## config.mk

```make
export PLATFORM = sky130hd
export DESIGN_NAME = gate_test_sequencer
export DESIGN_NICKNAME = d
export VERILOG_FILES = /design/src/rtl/gate_test_sequencer.sv
export SDC_FILE = /design/constraint.sdc
export NUM_CORES = 1
export LEC_CHECK = 0
export ABC_AREA = 1
export BUFFER_PORTS_ARGS = -buffer_cell sky130_fd_sc_hd__buf_4
export CORE_MARGIN = 2
export CORE_UTILIZATION = 59
export CTS_CLUSTER_DIAMETER = 80
export DETAILED_ROUTE_END_ITERATION = 6
export GPL_TIMING_DRIVEN = 0
export PLACE_DENSITY = 0.94
export SYNTH_ARGS = -nofsm -noshare
export SYNTH_HDL_FRONTEND = slang
export SYNTH_SLANG_ARGS = --single-unit
export TNS_END_PERCENT = 50
```

## constraint.sdc

```tcl
create_clock -name clk -period 2.9 [get_ports clk]
set_input_delay 0.145 -clock clk [delete_from_list [all_inputs] [get_ports clk]]
set_output_delay 0.145 -clock clk [all_outputs]
set_load 0.02 [all_outputs]
```

## src/rtl/gate_test_sequencer.sv

```systemverilog
// Exhaustive tester for a 2-input gate: walks vectors 00..11, lets each settle DIV cycles,
// then checks dut_out against the truth table chosen by op. Repeats for LOOPS passes.
module gate_test_sequencer #(
   parameter int unsigned DIV   = 4,
   parameter int unsigned LOOPS = 1,
   parameter int unsigned CW    = 8
) (
   input  logic          clk,
   input  logic          rst,
   input  logic          start,
   input  logic          abort,
   input  logic [2:0]    op,
   input  logic          dut_out,
   output logic          in1,
   output logic          in0,
   output logic [1:0]    vec_idx,
   output logic          busy,
   output logic          done,
   output logic          pass,
   output logic          cfg_err,
   output logic [CW-1:0] err_cnt,
   output logic [3:0]    fail_mask
);

   localparam int unsigned   DW        = (DIV > 1) ? $clog2(DIV) : 1;
   localparam int unsigned   LW        = (LOOPS > 1) ? $clog2(LOOPS) : 1;
   localparam logic [DW-1:0] DIV_LAST  = DW'(DIV - 1);
   localparam logic [LW-1:0] LOOP_LAST = LW'(LOOPS - 1);
   localparam logic [CW-1:0] ERR_MAX   = {CW{1'b1}};

   typedef enum logic [1:0] {StIdle, StApply, StCheck, StDone} state_e;

   state_e        state;
   logic [2:0]    op_latched;
   logic [DW-1:0] div_cnt;
   logic [LW-1:0] loop;
   logic          exp_out;
   logic          mismatch;
   logic [CW-1:0] err_next;

   // The gate inputs always mirror the registered vector index.
   assign {in1, in0} = vec_idx;

   always_comb begin
      exp_out = 1'b0;
      case (op_latched)
         3'd0:    exp_out = in1 & in0;
         3'd1:    exp_out = in1 | in0;
         3'd2:    exp_out = in1 ^ in0;
         3'd3:    exp_out = ~(in1 & in0);
         3'd4:    exp_out = ~(in1 | in0);
         3'd5:    exp_out = ~(in1 ^ in0);
         default: exp_out = 1'b0;
      endcase
   end

   assign mismatch = (dut_out != exp_out);
   assign err_next = (err_cnt == ERR_MAX) ? err_cnt : err_cnt + CW'(1);

   always_ff @(posedge clk) begin
      if (rst) begin
         state      <= StIdle;
         op_latched <= 3'd0;
         div_cnt    <= '0;
         loop       <= '0;
         vec_idx    <= 2'd0;
         busy       <= 1'b0;
         done       <= 1'b0;
         pass       <= 1'b0;
         cfg_err    <= 1'b0;
         err_cnt    <= '0;
         fail_mask  <= 4'd0;
      end else begin
         unique case (state)
            StIdle, StDone: begin
               if (start) begin
                  op_latched <= op;
                  err_cnt    <= '0;
                  fail_mask  <= 4'd0;
                  pass       <= 1'b0;
                  loop       <= '0;
                  vec_idx    <= 2'd0;
                  div_cnt    <= '0;
                  if (op >= 3'd6) begin
                     state   <= StDone;
                     busy    <= 1'b0;
                     done    <= 1'b1;
                     cfg_err <= 1'b1;
                  end else begin
                     state   <= StApply;
                     busy    <= 1'b1;
                     done    <= 1'b0;
                     cfg_err <= 1'b0;
                  end
               end
            end

            StApply: begin
               if (abort) begin
                  state   <= StIdle;
                  vec_idx <= 2'd0;
                  div_cnt <= '0;
                  loop    <= '0;
                  busy    <= 1'b0;
                  done    <= 1'b0;
               end else if (div_cnt == DIV_LAST) begin
                  state <= StCheck;
               end else begin
                  div_cnt <= div_cnt + DW'(1);
               end
            end

            StCheck: begin
               if (abort) begin
                  // Abort discards this cycle's comparison; partial results stay visible.
                  state   <= StIdle;
                  vec_idx <= 2'd0;
                  div_cnt <= '0;
                  loop    <= '0;
                  busy    <= 1'b0;
                  done    <= 1'b0;
               end else begin
                  if (mismatch) begin
                     err_cnt            <= err_next;
                     fail_mask[vec_idx] <= 1'b1;
                  end
                  div_cnt <= '0;
                  if (vec_idx != 2'd3) begin
                     vec_idx <= vec_idx + 2'd1;
                     state   <= StApply;
                  end else if (loop != LOOP_LAST) begin
                     loop    <= loop + LW'(1);
                     vec_idx <= 2'd0;
                     state   <= StApply;
                  end else begin
                     state <= StDone;
                     busy  <= 1'b0;
                     done  <= 1'b1;
                     pass  <= !mismatch && (err_cnt == '0) && !cfg_err;
                  end
               end
            end
         endcase
      end
   end

   assert property (@(posedge clk) disable iff (rst) !(busy && done));
   assert property (@(posedge clk) disable iff (rst) busy |-> !cfg_err);

endmodule

```

==> results.txt <==
----------------------------------------------------
[Logic synthesis]
  Net Count, Synth ... 232
  Share of Yosys cell area claimed by the top area cell type ... 33.7%
  Combined area of all synthesized cells ... 0.00149 mm^2
  Mean instance size in the synthesized netlist ... 6.95 um^2
  Portion of the post-synthesis area used by sequential elements ... 33.7%
  Synth area leaders ... dfxtp_1, nand2_1, ha_1
  Count of synthesis-stage warnings from yosys ... 0
  Synthesis-stage register bit count ... 25
  Biggest area consumer among synthesized cells ... dfxtp_1
  Cell count after synthesis ... 214
  Number of distinct standard cells referenced by the synthesized netlist ... 27

[Finish]
  Most frequent cells in the layout ... nand2_1, buf_4, nor2_1
  Antenna cell count ... 0
  Most common cell after layout, fill and taps aside ... nand2_1
  Number of nets in the layout ... 263
  Layout cell share with drive strength beyond 1 ... 22.1%
  Layout overhead on the synthesized area ... 17.7%

[Setup path]
  Crit-path cells ... inv_1, ha_1, inv_1, nand2_1, nand3_1, nand2_2, o21bai_2, nand3_4, buf_6, nand3_1, a21oi_1
  R2R cell count ... 11
  FF-to-FF End ... err_cnt[5]
  Highest net fanout along the worst path ... 10
  Slowest stage cell on the critical path ... dfxtp_1
  Worst EP required ... 3.12 ns
  Critical path start-end classification ... reg -> reg
  Crit-path leading delay family ... flip-flops
  Buffering stage count on the worst path with inverters included ... 3
  Worst setup startpoint ... vec_idx[1]
  Startpoint Class ... flip-flop
  Critical path depth in cells ... 11
  Sort of element at the end of the critical path ... flip-flop
  Worst flop-to-flop path startpoint ... vec_idx[1]
  Register-to-register setup slack ... 1.00 ns
  Largest stage delay on the critical path ... 0.44 ns
  Worst endpoint data arrival time ... 2.12 ns

[Timing]
  Worst-margin pin slew ... 0.515 ns
  Final Hold Slack ... 0.112 ns
  Fin crit period ... 1.90 ns
  RSZ-0062 raised after global routing ... false
  Fin Clk Skew ... 0.00551 ns
  Peak clock frequency supported by timing ... 528 MHz
  # setup viols final ... 0
  Count of final max-slew check failures ... 0
  Setup ws final ... 1.00 ns
  Total Neg Setup Slack ... 0 ns
  Rel. slew slack ... 65.7%
  Final cycle utilization of the critical path ... 65.3%
  Number of hold-slack violations in the final timing report ... 0

[Placed design]
  Post-place setup slack ... 1.02 ns
  Port bufs ... 26
  DPL Wire Length ... 2460 um
  Routability Congestion ... 0.817

[Clock network]
  Cts-stage hold buffer count ... 0
  Total of cells resized after clock tree synthesis ... 0
  Buffer levels on the longest clock path ... 2
  Inserted Clock Buffers ... 3
  H-tree depth reported by CTS ... 1
  Post-CTS Setup Bufs ... 0
  Clock tree from TritonCTS ... yes
  Source-to-sink clock delay at the later pin of the worst-skew pair ... 0.34 ns
  Sinks on the clock net ... 25
  Cell chosen for the clock root ... clkbuf_4
  Register clock-pin slew on the reported worst setup and hold paths ... 0.15 ns

[Drt]
  DR iter-0 viols ... 34
  Via count of the routed design ... 1465
  Total DRC errors in the routed layout ... 0
  Total wirelength of the detailed-routed design ... 3210 um
  Antenna-violating nets left ... 0
  Vias per Instance ... 5.35
  TritonRoute pass-1 iters ... 4
  Wirelength per Cell ... 11.7 um

[Worst hold path]
  Cell depth of the worst hold path ... 3
  End point of the worst hold path ... op_latched[0]
  Tightest Hold Check Type ... in -> reg
  Worst Min Path Start ... op[0]

[Power and ir drop]
  Sw frac ... 48.9%
  Share of total power in the clock network ... 9.9%
  Net switching power of the design ... 0.840 mW
  Power density relative to cell area ... 983 mW/mm^2
  Internal Dissipation ... 0.878 mW
  Part of the total power dissipated in combinational logic ... 57.8%
  Leakage power of the design ... 0.793 nW
  Seq pwr share ... 32.3%
  Peak supply drop ... 669 uV

[Die]
  Die Span Y ... 54.2 um
  Die area ... 0.00294 mm^2
  Number of standard-cell rows in the floorplan ... 18
  Number of top-level pins ... 28
  Starting utilization of the core area ... 61.1%
  Total core area ... 0.00243 mm^2
  Die width ... 54.2 um

[Run]
  Count of max-cap constraint violations ... 0

[Global route]
  GRT Overall Usage ... 26.1%
  Initial antenna violation count ... 0
  Remaining Overflow, GRT ... 0
  Maximum number of pins on one net before global-route repair ... 16
  First-pass GRT wire length ... 5520 um
  Vias in the first global route ... 1320

[Outcome]
  Run status ... completed

----------------------------------------------------
[logic make-up after synthesis]
logic type	count (synthesis)	synth area share (%)
DFF	25	33.7
and+or+nand+nor	105	33.1
adders and majority gates	10	8.42
buffers and inverters	36	10.6
AOI/OAI and AO/OA	38	14.2
[registers in the layout, summed over array words and instances, names as in the netlist]
register    cells
vec_idx         2
fail_mask       4
state           2
cfg_err         1
busy            1
done            1
err_cnt         8
div_cnt         2
pass            1
op_latched      3
[power groups by stage]
stage | Clock (mW) | Sequential, mW | Combinational [mW]
final | 0.169 | 0.556 | 0.993
after global routing | 0.183 | 0.573 | 1.13
after CTS | 0.170 | 0.555 | 0.997
after detailed placement | 0 | 0.563 | 0.989
after global placement | 0 | 0.557 | 0.964
after floorplan | 0 | 0.632 | 0.638
[worst max-delay path by stage]
stage / end / slack (ns)
final: err_cnt[5] / 1.00
after global routing: err_cnt[5] / 0.82
after CTS: err_cnt[5] / 0.99
after detailed placement: err_cnt[5] / 1.02
after global placement: fail_mask[0] / 1.09
after floorplan: err_cnt[5] / 1.08
[area by class of cell]
cell class,instances,area [um^2]
multi-input cells,153,828
fillers,200,683
flip-flops and latches,25,500
repair buffers,26,195
inverters,30,115
plain buffers,6,42.5
well taps,30,37.5
clock buffers,3,22.5
clock inverters,1,7.51
[tightest hold or removal path: cells and delay by family]
kind	cells	cell delay (ns)
buf+inv	1	0.07
compound gates	2	0.20
[layer usage]
layer / share of wire, % / GRT usage [%] / vias up
li1: - / - / 756
met1: 43 / 31.4 / 666
met2: 49 / 45.2 / 36
met3: 4.5 / 3.33 / 7
met4: 2.7 / 13.3 / 0
met5: 0 / 0 / -
[synth_stat cells (all sizes together)]
cell type and count:
a211oi 4, a21oi 19, a31oi 2, buf 5, clkbuf 1, dfxtp 25, ha 10, inv 30
nand2 39, nand3 25, nand4 4, nor2 33, nor3 3, o21a 1, o21ai 11, o21bai 1
or2 1
[per-stage QoR]
step	utilization (%)	total power [mW]	cell area [um^2]	instances
after floorplan	-	1.27	1490	214
after global placement	70.7	1.52	1720	270
after detailed placement	70.7	1.55	1720	270
after CTS	71.9	1.72	1750	274
after global routing	71.9	1.89	1750	274
final	71.9	1.72	1750	274
(Power assumes the default switching activity.)
